### src/rtl/wb_rr_arbiter.sv
// ---------------------------------------------------------------------------
// wb_rr_arbiter
//   Round-robin arbiter that shares one classic Wishbone slave port between
//   NUM_MASTERS Wishbone masters. The grant lasts for the winning master's
//   whole cyc tenure. A watchdog aborts a strobe that the slave never
//   acknowledges.
//
// Ports
//   clk_i      system clock, rising edge
//   rst_i      asynchronous, active-low reset
//   m_*_i      packed master requests; master k occupies slice k
//   m_dat_o    read data, broadcast to all masters
//   m_ack_o    per-master acknowledge
//   s_*_o      shared slave request (muxed from the granted master)
//   s_dat_i    slave read data
//   s_ack_i    slave acknowledge
//   grant_o    one-hot registered grant; all zero when idle
//   timeout_o  one-cycle pulse when the watchdog aborts a transfer
// ---------------------------------------------------------------------------
module wb_rr_arbiter #(
    parameter int NUM_MASTERS    = 2,
    parameter int DATA_WIDTH     = 32,
    parameter int ADDR_WIDTH     = 32,
    parameter int GRANULARITY    = 8,
    parameter int TIMEOUT_CYCLES = 256
) (
    input  logic                                        clk_i,
    input  logic                                        rst_i,
    input  logic [NUM_MASTERS*ADDR_WIDTH-1:0]           m_adr_i,
    input  logic [NUM_MASTERS*DATA_WIDTH-1:0]           m_dat_i,
    input  logic [NUM_MASTERS-1:0]                      m_we_i,
    input  logic [NUM_MASTERS*(DATA_WIDTH/GRANULARITY)-1:0] m_sel_i,
    input  logic [NUM_MASTERS-1:0]                      m_stb_i,
    input  logic [NUM_MASTERS-1:0]                      m_cyc_i,
    output logic [DATA_WIDTH-1:0]                       m_dat_o,
    output logic [NUM_MASTERS-1:0]                      m_ack_o,
    output logic [ADDR_WIDTH-1:0]                       s_adr_o,
    output logic [DATA_WIDTH-1:0]                       s_dat_o,
    output logic                                        s_we_o,
    output logic [DATA_WIDTH/GRANULARITY-1:0]           s_sel_o,
    output logic                                        s_stb_o,
    output logic                                        s_cyc_o,
    input  logic [DATA_WIDTH-1:0]                       s_dat_i,
    input  logic                                        s_ack_i,
    output logic [NUM_MASTERS-1:0]                      grant_o,
    output logic                                        timeout_o
);

    localparam int SEL_W = DATA_WIDTH / GRANULARITY;
    localparam int PTR_W = $clog2(NUM_MASTERS);
    // A zero timeout disables the watchdog; keep a 1-bit counter so the
    // declaration stays legal.
    localparam int CNT_W = (TIMEOUT_CYCLES > 0) ? $clog2(TIMEOUT_CYCLES + 1) : 1;
    localparam logic [CNT_W-1:0] CNT_LAST =
        (TIMEOUT_CYCLES > 0) ? CNT_W'(TIMEOUT_CYCLES - 1) : '0;
    localparam logic [PTR_W-1:0] LAST_RST = PTR_W'(NUM_MASTERS - 1);
    localparam logic [NUM_MASTERS-1:0] ONE = {{(NUM_MASTERS-1){1'b0}}, 1'b1};

    if (!(GRANULARITY == 8 || GRANULARITY == 16 || GRANULARITY == 32)) begin : g_bad_gran
        $fatal(1, "wb_rr_arbiter: GRANULARITY must be 8, 16 or 32");
    end
    if (NUM_MASTERS < 2 || NUM_MASTERS > 8) begin : g_bad_num
        $fatal(1, "wb_rr_arbiter: NUM_MASTERS must be in 2..8");
    end

    typedef enum logic [1:0] {IDLE, GRANTED, ABORT} state_e;

    state_e                 state_q;
    logic [NUM_MASTERS-1:0] grant_q;
    logic [PTR_W-1:0]       last_q;   // also the index of the current grant
    logic [CNT_W-1:0]       cnt_q;

    logic                   win_found;
    logic [PTR_W-1:0]       win_idx;
    logic [PTR_W-1:0]       cand;
    logic                   arbitrate;
    logic                   stall;

    // Search upward from last_q+1, wrapping, so last_q itself is checked last.
    always_comb begin
        win_found = 1'b0;
        win_idx   = '0;
        cand      = '0;
        for (int i = 1; i <= NUM_MASTERS; i++) begin
            cand = PTR_W'((int'(last_q) + i) % NUM_MASTERS);
            if (!win_found && m_cyc_i[cand]) begin
                win_found = 1'b1;
                win_idx   = cand;
            end
        end
    end

    assign arbitrate = (state_q == IDLE) || ((state_q == GRANTED) && !m_cyc_i[last_q]);
    assign stall     = (state_q == GRANTED) && s_stb_o && !s_ack_i;

    always_ff @(posedge clk_i or negedge rst_i) begin
        if (!rst_i) begin
            state_q <= IDLE;
            grant_q <= '0;
            last_q  <= LAST_RST;
            cnt_q   <= '0;
        end else begin
            case (state_q)
                IDLE, GRANTED: begin
                    if (arbitrate) begin
                        cnt_q <= '0;
                        if (win_found) begin
                            state_q <= GRANTED;
                            grant_q <= ONE << win_idx;
                            last_q  <= win_idx;
                        end else begin
                            state_q <= IDLE;
                            grant_q <= '0;
                        end
                    end else if (TIMEOUT_CYCLES > 0 && stall) begin
                        // An ack in this cycle makes stall false, so the ack
                        // always beats a coincident timeout.
                        if (cnt_q == CNT_LAST) begin
                            state_q <= ABORT;
                            cnt_q   <= '0;
                        end else begin
                            cnt_q <= cnt_q + 1'b1;
                        end
                    end else begin
                        cnt_q <= '0;
                    end
                end
                ABORT: begin
                    // Grant is kept; the master decides whether to retry or release.
                    state_q <= GRANTED;
                    cnt_q   <= '0;
                end
                default: begin
                    state_q <= IDLE;
                    grant_q <= '0;
                    cnt_q   <= '0;
                end
            endcase
        end
    end

    always_comb begin
        s_adr_o = '0;
        s_dat_o = '0;
        s_we_o  = 1'b0;
        s_sel_o = '0;
        s_cyc_o = 1'b0;
        s_stb_o = 1'b0;
        m_ack_o = '0;
        m_dat_o = s_dat_i;
        if (state_q != IDLE) begin
            s_adr_o = m_adr_i[int'(last_q)*ADDR_WIDTH +: ADDR_WIDTH];
            s_dat_o = m_dat_i[int'(last_q)*DATA_WIDTH +: DATA_WIDTH];
            s_we_o  = m_we_i[last_q];
            s_sel_o = m_sel_i[int'(last_q)*SEL_W +: SEL_W];
        end
        if (state_q == GRANTED) begin
            s_cyc_o          = m_cyc_i[last_q];
            s_stb_o          = m_stb_i[last_q] & m_cyc_i[last_q];
            // Forwarded even if cyc drops in the same cycle.
            m_ack_o[last_q]  = s_ack_i;
        end else if (state_q == ABORT) begin
            m_ack_o[last_q]  = 1'b1;
            m_dat_o          = '1;
        end
    end

    assign grant_o   = grant_q;
    assign timeout_o = (state_q == ABORT);

endmodule

### config.mk
export PLATFORM = sky130hd
export DESIGN_NAME = wb_rr_arbiter
export DESIGN_NICKNAME = d
export VERILOG_FILES = /design/src/rtl/wb_rr_arbiter.sv
export SDC_FILE = /design/constraint.sdc
export NUM_CORES = 1
export LEC_CHECK = 0
export CAP_MARGIN = 25
export CELL_PAD_IN_SITES_DETAIL_PLACEMENT = 0
export CELL_PAD_IN_SITES_GLOBAL_PLACEMENT = 1
export CORE_ASPECT_RATIO = 0.7
export CORE_MARGIN = 3
export CORE_UTILIZATION = 16
export DETAILED_ROUTE_END_ITERATION = 12
export GPL_ROUTABILITY_DRIVEN = 0
export PLACE_DENSITY_LB_ADDON = 0.1
export SETUP_SLACK_MARGIN = 0.4
export SYNTH_ARGS = -nofsm -noshare
export SYNTH_HDL_FRONTEND = slang
export SYNTH_SLANG_ARGS = --single-unit
### constraint.sdc
create_clock -name clk_i -period 5.9 [get_ports clk_i]
set_clock_uncertainty 0.2 [all_clocks]
set_input_delay 1.77 -clock clk_i [delete_from_list [all_inputs] [get_ports clk_i]]
set_output_delay 1.77 -clock clk_i [all_outputs]
set_load 0.05 [all_outputs]
==> results of run 1 <==
cells in the mapped netlist:
| library cell | n | area share (%) |
|---|---|---|
| dfrtp_1 | 13 | 16 |
| nor4_2 | 1 | 0.61 |
| or3_1 | 2 | 0.61 |
| o31ai_1 | 4 | 1.5 |
| nor2_1 | 77 | 14 |
| clkbuf_1 | 14 | 2.5 |
| nor3_2 | 5 | 2.4 |
| o22ai_1 | 1 | 0.30 |
| a22oi_1 | 2 | 0.73 |
| xor2_1 | 2 | 0.85 |
| a41oi_1 | 1 | 0.42 |
| nor2b_1 | 1 | 0.30 |
| a21boi_0 | 1 | 0.36 |
| nor3b_1 | 1 | 0.36 |
| a211oi_2 | 2 | 1.2 |
| o21ai_0 | 3 | 0.73 |
| nor4_1 | 1 | 0.30 |
| ha_1 | 1 | 0.61 |
| a21oi_1 | 5 | 1.2 |
| inv_1 | 4 | 0.73 |
| or4_1 | 1 | 0.36 |
| buf_4 | 1 | 0.36 |
| dfstp_2 | 1 | 1.3 |
| o32ai_1 | 1 | 0.42 |
| xnor2_1 | 1 | 0.42 |
| buf_2 | 8 | 1.9 |
| nand3_1 | 4 | 0.97 |
| a31oi_1 | 1 | 0.30 |
| nand2_1 | 4 | 0.73 |
| and2_1 | 2 | 0.61 |
| nand2b_1 | 37 | 11 |
| or4b_1 | 1 | 0.49 |
| mux2i_1 | 71 | 34 |
| nand4_1 | 1 | 0.30 |
| nor3b_2 | 1 | 0.61 |
per-layer routing:
metal / vias to the layer above / wire [um] / global-route usage, %
li1: 1479 / - / -
met1: 1333 / 4340 / 16.8
met2: 164 / 5900 / 25.9
met5: - / 0 / 0
met4: 0 / 86 / 1.25
met3: 7 / 1070 / 3.84
through the flow:
stage          cells  power [mW]
2_1_floorplan    276       0.857
3_3_place_gp     704        1.29
3_5_place_dp     704        1.29
4_1_cts          708        1.44
5_1_grt          709        1.49
6_report         709        1.42
worst max-delay path by stage:
| stage | from | endpoint | slack (ns) | cells past startpoint |
|---|---|---|---|---|
| after floorplan | m_cyc_i[0] | s_stb_o | 1.07 | 4 |
| after global placement | s_ack_i | m_ack_o[1] | 0.57 | 4 |
| after detailed placement | s_ack_i | m_ack_o[1] | 0.55 | 4 |
| after CTS | s_ack_i | m_ack_o[1] | 0.54 | 4 |
| after global routing | s_ack_i | m_ack_o[1] | 0.48 | 4 |
| final | s_ack_i | m_ack_o[1] | 0.58 | 4 |
cells in the final DEF (no fill, tap or decap), drive strengths merged, types with 3 or more instances in the layout:
cell	n
nand2b	37
inv	4
a21oi	5
o21ai	3
nand2	4
clkbuf	4
nor3	5
mux2i	71
dfrtp	13
clkdlybuf4s50	282
nand3	4
buf	7
o31ai	4
nor2	77
logic make-up after synthesis:
| family | count (synthesis) |
|---|---|
| AO/OA/AOI/OAI | 21 |
| XOR/XNOR | 3 |
| adder cells (fa/ha/maj) | 1 |
| buffers and inverters | 27 |
| flip-flops | 14 |
| multiplexers | 71 |
| AND/OR/NAND/NOR | 139 |
area by class of cell:
| cell class | instances | area [um^2] | area share, % |
|---|---|---|---|
| Sequential cell | 14 | 355 | 6.91 |
| Timing Repair Buffer | 289 | 2880 | 55.9 |
| Inverter | 4 | 15.0 | 0.292 |
| Tap cell | 162 | 203 | 3.94 |
| Multi-Input combinational cell | 235 | 1600 | 31.2 |
| Antenna cell | 1 | 2.50 | 0.0486 |
| Clock buffer | 4 | 88.8 | 1.73 |
report_power, final:
group          total (mW)  switching (mW)  internal (mW)  leakage, nW
registers           0.147          0.0403          0.107        0.186
clock network       0.144          0.0410          0.103       0.0442
logic                1.13           0.700          0.434         1.91
flip-flops by register name (all words and copies together), names as in the netlist:
signal and cells:
cnt_q 9, last_q 1, grant_o 2, state_q 2
worst max-delay path, cell delays in order:
cell,delay [ns]
clkdlybuf4s50_1,0.52
a21oi_1,0.10
nor2_1,0.13
clkdlybuf4s50_1,0.82
==> impl_results.md, run 1 <==
* Largest family of logic cells by synthesized area: multiplexers
* Cell Area, Synth at around 2100 um^2
* Total number of vias at approximately 3000
* Die area at between 10000 and 15000 um^2
* Fraction of layout cells with a size suffix above 1 at ~4.0%
* Status: finished clean
* Hold EP: cnt_q[0]
* FP Rows at 34
* Post_cts resized at 0
* RSZ-0062 raised after global routing: false
* Finished Core Util at roughly 41%
* Leakage at about 2.1 nW
* Grt ovf at 0
* DR DRC count at 0
* Fillers at 1286
* Tightest Hold Check Type: register to register
* Hold Buf Count CTS at 0
* Worst hold stages at 1
* R2R setup slack at 3.35 ns
* Num CTS Buffers at 3
* Slew Viols, Final at 0
* Root Buffer: clkbuf_16
* Pwr dens at ~280 nW/um^2
* Synthesis-stage register bit count at 14
* Startpoint Class: input pin
* Clock transition at path regs at 0.05 ns
* Yosys warns at 0
* Period utilization at about nine tenths
* Synth Instances at about 280
* Worst r2r path cells at 3
* Gr usage total at 14.0%
* Setup_tns at 0 ns
* Routed wire length at approximately 11000 um
* First-pass GRT wire length at ~16000 um
* R2r endpoint: state_q[1]
* Max FO, Critical Path at 3
* Clock Path Buffers at 2
* Crit path DAT at approximately 3.4 ns
* Maximum clock frequency at about 190 MHz
* Final nets at approximately 730
* Port Buffers at around 280
* Antenna Nets Post-Route at 0
* CP Class: input pin to primary output
* Sequential-to-total area share from yosys stat at between 15 and 20%
* H-tree levels at 1
* Endpoints failing setup at 0
* Synth Area in XOR/XNOR at under 10%
* Max-slew headroom at 50.4%
* Wire length per cell at 16.1 um
* Initial DRC count at around 120
* I/O Pins at ~290
* Worst R2R Start: last_q
* Layout area overhead at 149%
* Mean Syn Cell Area at between 7 and 8 um^2
* Routed vias/inst at approximately 4.2
* Final WS setup at roughly 0.58 ns
* Die height at slightly above 100 um
* Vias in the first global route at ~2800
* Post-DP Area at 5050 um^2
* Worst-Margin Slew at between 0.7 and 0.8 ns
* Mapped Nets at ~450
* Adder-cell share of the synthesized area at less than 1%
* Initial antenna violation count at 1
* Core region area at approximately 13000 um^2
* Fin Hold WS at between 0.3 and 0.4 ns
* Dpl ws at approximately 0.55 ns
* Worst skew pair latency at 0.25 ns
* Final Hold Viols at 0
* Largest net degree at the start of global routing at 70
* Simple-gate area share of the yosys netlist at between 30% and 40%
* Post-route cell area at roughly 5100 um^2
* CTS tree: built
* CTS Sinks at 14
* HP Start: cnt_q[0]
* Max-cap violations at 0
* Multiplexer share of the synthesized area at between 30% and 40%
* Synth Area in Compound Gates at 7.16%
* Req. time, crit path at 3.93 ns
* Critical path endpoint category: primary output
* Worst VDD drop at between 0.1 and 0.15 mV
* Final HPWL DP at 9630 um
* Crit path time final at approximately 5.3 ns
* Die W at 142 um
* Netlist cell types at 35
* Starting Density at between 10% and 20%
* Drt first pass iters at 4
* Setup bufs post-CTS at 0
No activity file was read; power rests on OpenSTA's default activity.
==> run 2: changes to the inputs <==
--- a/config.mk
+++ b/config.mk
@@ -9,11 +9,11 @@
 export CELL_PAD_IN_SITES_DETAIL_PLACEMENT = 0
 export CELL_PAD_IN_SITES_GLOBAL_PLACEMENT = 1
 export CORE_ASPECT_RATIO = 0.7
-export CORE_MARGIN = 3
 export CORE_UTILIZATION = 16
 export DETAILED_ROUTE_END_ITERATION = 12
 export GPL_ROUTABILITY_DRIVEN = 0
 export PLACE_DENSITY_LB_ADDON = 0.1
+export RECOVER_POWER = 100
 export SETUP_SLACK_MARGIN = 0.4
 export SYNTH_ARGS = -nofsm -noshare
 export SYNTH_HDL_FRONTEND = slang
==> run 2 against run 1 <==
Against the previous run: flip-flop and latch count unchanged; cell area down 0.78%; register-to-register slack worse by 0.15 ns; critical path depth up 1; worst setup slack worse by 0.19 ns; power down 4.8%; global-route usage up 1.4 points; maximum frequency down 3.4%; critical path type unchanged; largest power group unchanged.
==> impl_results.md, run 2 (synthesis results as in run 1) <==
* Status: finished clean (unchanged)
* Initial antenna violation count at 0 (was 1)
* Leakage at 2.25 nW (was 2.14 nW)
* DR DRC count at 0 (unchanged)
* Root Buffer: clkbuf_16 (unchanged)
* Largest stage delay, worst path at 0.70 ns (was 0.82 ns)
* Largest delay contributor family on the critical path: buffers and inverters (unchanged)
* Total number of vias at 2968 (was 2983)
* Starting Density at 16.5% (unchanged)
* Core region area at 12500 um^2 (unchanged)
* Final HPWL DP at 9170 um (was 9630 um)
* Crit path time final at 5.51 ns (was 5.32 ns)
* Die height at 97.0 um (was 101 um)
* RSZ-0062 raised after global routing: false (unchanged)
* CTS Sinks at 14 (unchanged)
* Clock transition at path regs at 0.05 ns (about the same)
* Commonest non-fill, non-tap cells in the layout: 173 x clkdlybuf4s50_1, 109 x dlygate4sd3_1, 76 x nor2_1, 71 x mux2i_1, 37 x nand2b_1 (was 282 x clkdlybuf4s50_1, 76 x nor2_1, 71 x mux2i_1, 37 x nand2b_1, 13 x dfrtp_1)
* Setup_tns at 0 ns (unchanged)
* Pwr dens at 266 nW/um^2 (was 277 nW/um^2)
* Num CTS Buffers at 3 (unchanged)
* Clock share of power at 9.4% (was 10.1%)
* FP Rows at 34 (unchanged)
* Vias in the first global route at 3033 (was 2809)
* Initial DRC count at 84 (was 123)
* Endpoints failing setup at 0 (unchanged)
* Crit path DAT at 3.54 ns (was 3.35 ns)
* Fraction of layout cells with a size suffix above 1 at 2.19% (was 4.03%)
* Gr usage total at 15.4% (was 14.0%)
* Grt ovf at 0 (unchanged)
* Internal power at 0.587 mW (was 0.644 mW)
* Finished Core Util at 40.8% (was 41.1%)
* H-tree levels at 1 (unchanged)
* Wire length per cell at 15.3 um (was 16.1 um)
* Sw Share at 56.7% (was 54.8%)
* Gate power share at 79.4% (was 79.6%)
* Worst-Margin Slew at 0.746 ns (was 0.744 ns)
* Max-slew headroom at 50.3% (was 50.4%)
* Fin Hold WS at 0.305 ns (was 0.316 ns)
* Max reg flops at 9 (unchanged)
* Routed vias/inst at 4.19 (was 4.21)
* Cell at the slowest stage of the critical path: dlygate4sd3_1 (was clkdlybuf4s50_1)
* Port Buffers at 284 (unchanged)
* Final WS setup at 0.387 ns (was 0.575 ns)
* Hold Buf Count CTS at 0 (unchanged)
* Most common cell after layout, fill and taps aside: clkdlybuf4s50_1 (unchanged)
* Max-cap violations at 0 (unchanged)
* CTS tree: built (unchanged)
* Routed wire length at 10900 um (was 11400 um)
* I/O Pins at 285 (unchanged)
* WP buf/inv at 2 (unchanged)
* Startpoint Class: input pin (unchanged)
* Layout area overhead at 147% (was 149%)
* Period utilization at 93.4% (was 90.2%)
* Sequential Power Share at 11.2% (was 10.3%)
* Maximum clock frequency at 181 MHz (was 188 MHz)
* Largest net degree at the start of global routing at 47 (was 70)
* Antenna Nets Post-Route at 0 (unchanged)
* CP Class: input pin to primary output (unchanged)
* Cell chain of the critical path: dlygate4sd3_1, mux2i_1, nand2b_1, nor2_1, clkbuf_1 (was clkdlybuf4s50_1, a21oi_1, nor2_1, clkdlybuf4s50_1)
* Setup bufs post-CTS at 0 (unchanged)
* Drt first pass iters at 4 (unchanged)
* Overall power at 1.36 mW (was 1.42 mW)
* Die W at 138 um (was 142 um)
* Max FO, Critical Path at 7 (was 3)
* Tightest Hold Check Type: register to register (unchanged)
* Reg with most FFs: cnt_q (unchanged)
* Final nets at 726 (was 725)
* Worst VDD drop at 0.138 mV (was 0.126 mV)
* Clock Path Buffers at 2 (unchanged)
* Slew Viols, Final at 0 (unchanged)
* Dpl ws at 0.590 ns (was 0.550 ns)
* Ant. Diodes at 0 (was 1)
* Die area at 13400 um^2 (was 14300 um^2)
* Switching power at 0.770 mW (was 0.781 mW)
* Post_cts resized at 0 (unchanged)
* Req. time, crit path at 3.93 ns (about the same)
* Worst skew pair latency at 0.24 ns (was 0.25 ns)
* First-pass GRT wire length at 16000 um (was 15900 um)
* Final Hold Viols at 0 (unchanged)
* Critical path endpoint category: primary output (unchanged)
run 2: cell count changes in the layout (fill, tap and decap cells not counted), sizes merged:
cell           previous run  this run
buf                       7         5
clkbuf                    4         7
clkdlybuf4s50           282       173
diode                     1         0
dlygate4sd3               0       109
run 2: path summary, 6_finish.rpt:
| path | slack, ns | from | cells after the start | to |
|---|---|---|---|---|
| max | 0.39 | m_cyc_i[1] | 5 | s_stb_o |
| min | 0.30 | cnt_q[0] | 1 | cnt_q[0] |
| max reg2reg | 3.20 | last_q | 3 | state_q[1] |
| min reg2reg | 0.30 | cnt_q[0] | 1 | cnt_q[0] |
| max in group asynchronous | 3.27 | rst_i | 1 | state_q[0] |
| min in group asynchronous | 1.80 | rst_i | 1 | cnt_q[2] |
run 2: power groups by stage:
| stage | Sequential (mW) | Combinational, mW | Clock (mW) |
|---|---|---|---|
| 6_report | 0.152 | 1.08 | 0.128 |
| 4_1_cts | 0.154 | 1.15 | 0.130 |
| 2_1_floorplan | 0.125 | 0.732 | 0 |
| 3_3_place_gp | 0.155 | 1.14 | 0 |
| 5_1_grt | 0.158 | 1.13 | 0.135 |
| 3_5_place_dp | 0.156 | 1.14 | 0 |
run 2: metrics by stage:
step / std cells / instance area (um^2)
2_1_floorplan: 276 / 2060
3_3_place_gp: 705 / 5070
3_5_place_dp: 705 / 5070
4_1_cts: 709 / 5150
5_1_grt: 709 / 5100
6_report: 709 / 5100
run 2: area by class of cell:
| type | count | area [um^2] |
|---|---|---|
| fill | 1239 | 7400 |
| timing repair buffer | 290 | 2880 |
| multi-input combinational | 235 | 1570 |
| sequential | 14 | 355 |
| tap | 162 | 203 |
| clock buffer | 4 | 78.8 |
| inverter | 4 | 15.0 |
run 2: layer usage:
layer  GRT usage, %  wire, um  up-vias
met1           16.3      4060     1334
li1               -         -     1484
met4           2.34       123        0
met5              0         0        -
met2           30.1      5610      142
met3           4.09      1060        8
==> variant: new RTL, flow settings as in run 2 <==
The parameter `DATA_WIDTH` goes from 32 to 24.
--- a/src/rtl/wb_rr_arbiter.sv
+++ b/src/rtl/wb_rr_arbiter.sv
@@ -20,5 +20,5 @@
 module wb_rr_arbiter #(
     parameter int NUM_MASTERS    = 2,
-    parameter int DATA_WIDTH     = 32,
+    parameter int DATA_WIDTH     = 24,
     parameter int ADDR_WIDTH     = 32,
     parameter int GRANULARITY    = 8,
Ports: changed (6 resized); port bits go from 285 to 242. No check against the original RTL was run, so the function may have changed too.
==> variant against run 2 <==
- area after synthesis is 10% lower
- register-to-register slack hardly changed
- count of clock-buffer cells in the layout stayed put
- wire length is 17% lower
- total power is 9.9% lower
- design area is 13% lower
- sequential cell count stayed put
- final cell count is 12% lower
- clock power is 14% higher
- core utilization is 0.78 points lower
- non-clock buffer count is 45 lower
- worst setup slack better by 0.090 ns
- largest cell class unchanged
- largest power group unchanged
- highest routed layer unchanged
==> variant: results (changes against run 2) <==
### Logic synthesis
• count of mapped cells out of synthesis: 244, -12%
• most instantiated cells after synthesis: nor2_1 (67), mux2i_1 (62), nand2b_1 (27)
• sequential element share of the synthesized area: 0.190, +0.0197
• library cells used by synthesis: 33, -5.7%
• top cells by area in the synthesized netlist: mux2i_1 (34%), dfrtp_1 (18%), nor2_1 (14%), nand2b_1 (9.1%), clkbuf_1 (2.8%)
• mux contribution to synthesized area: 0.336, -0.00886
• post-synthesis sequential element count: 14, unchanged
• XOR/XNOR share of the synthesized area: 0.0142, +0.00147
• Post-Synth Adder-Cell Area: 0.00677, +0.000702
• synthesized-area fraction occupied by ao, oa, aoi and oai cells: 0.0704, -0.00119
• number of nets in the synthesized netlist: 396, -13%

### Global route
• maximum number of pins on one net before global-route repair: 61, +30%
• M2 GR Usage: 0.264, -0.0366
• via count of the first global-routing pass: 2538, -16%
• met1 Use GR: 0.155, -0.00874
• first-pass GRT wire length: 12900 um, -19%
• global-route total usage across every layer: 0.139, -0.0147
• initial antenna violation count: 0, unchanged
• met3 Usage GRT: 0.0368, -0.00412

### Placement
• IO Port Bufs: 241, -15%
• # placed instances: 623, -12%
• Detail Placement HPWL: 7360 um, -20%

### Power
• static power due to leakage: 1.95 nW, -13%
• cell internal pwr: 0.543 mW, -7.5%
• combinational gate power: 0.922 mW, -15%
• Max IR drop VDD: 0.121 mV, -13%
• P_clk: 0.146 mW, +14%

### Drt
• detailed route wirelength on metal3: 919 um, -13%
• M1 wire length: 3510 um, -14%
• detail-routed net length per standard cell: 14.4 um, -5.8%
• met2 layer wire length in the routed design: 4490 um, -20%
• wire length reported by the detailed router: 9050 um, -17%
• DR vias: 2563, -14%

### Finish
• number of multi-input combinational cells: 209, -11%
• number of nets in the layout: 627, -14%
• Non-Clock Inverter Count: 2, -2
• share of cell area taken by multi-input logic gates: 0.310, +0.00312
• filler instances: 1154, -6.9%
• Non-clock buffer share: 0.545, -0.0197
• share of cells above drive strength 1: 0.0232, +0.00127
• Layout clock area frac: 0.0199, +0.00449
• flip-flop and latch share of the layout cell area: 0.0798, +0.0101
• number of buffers outside the clock class in the layout: 245, -16%

### Timing
• worst hold-check slack: 0.304 ns, -0.000591 ns
• worst slew margin relative to its limit: 0.508, +0.00568

### Clock network
• Root Buffer Master: clkbuf_16
• Inserted Clock Buffers: 3, unchanged
• Longest Clk Path Bufs: 2, unchanged

### Worst setup path
• RR Endpoint: cnt_q[7]
• Critical Path AT: 3.45 ns, -0.09 ns
• minimum setup slack among reg-to-reg paths: 3.21 ns, about the same

### Run status
• status: finished, final reports clean

-- variant: changes by cell type after synthesis, moves of 2 or more --
cell / delta
a22oi_1: -2
buf_2: -4
inv_1: -2
mux2i_1: -9
nand2_1: +3
nand2b_1: -10
nor2_1: -10
nor2b_1: +2
o21ai_0: +2
-- variant: worst max-delay path, delay by kind of cell --
family                 cells  cell delay (ns)
buffers and inverters      2             1.18
muxes                      1             0.17
and+or+nand+nor            2             0.34
-- variant: worst min-delay path by stage --
stage,from,endpoint,cells past startpoint
CTS,cnt_q[0],cnt_q[0],1
global route,cnt_q[0],cnt_q[0],1
floorplan,cnt_q[0],cnt_q[0],1
global placement,cnt_q[0],cnt_q[0],1
finish,cnt_q[0],cnt_q[0],1
detailed placement,cnt_q[0],cnt_q[0],1
-- variant: metrics by stage --
step	total power, mW	setup WS, ns	instance area, sq um
after floorplan	0.760	1.25	1850
after global placement	1.14	0.566	4410
after detailed placement	1.13	0.563	4410
after CTS	1.28	0.563	4500
after global routing	1.28	0.381	4460
final	1.22	0.477	4460
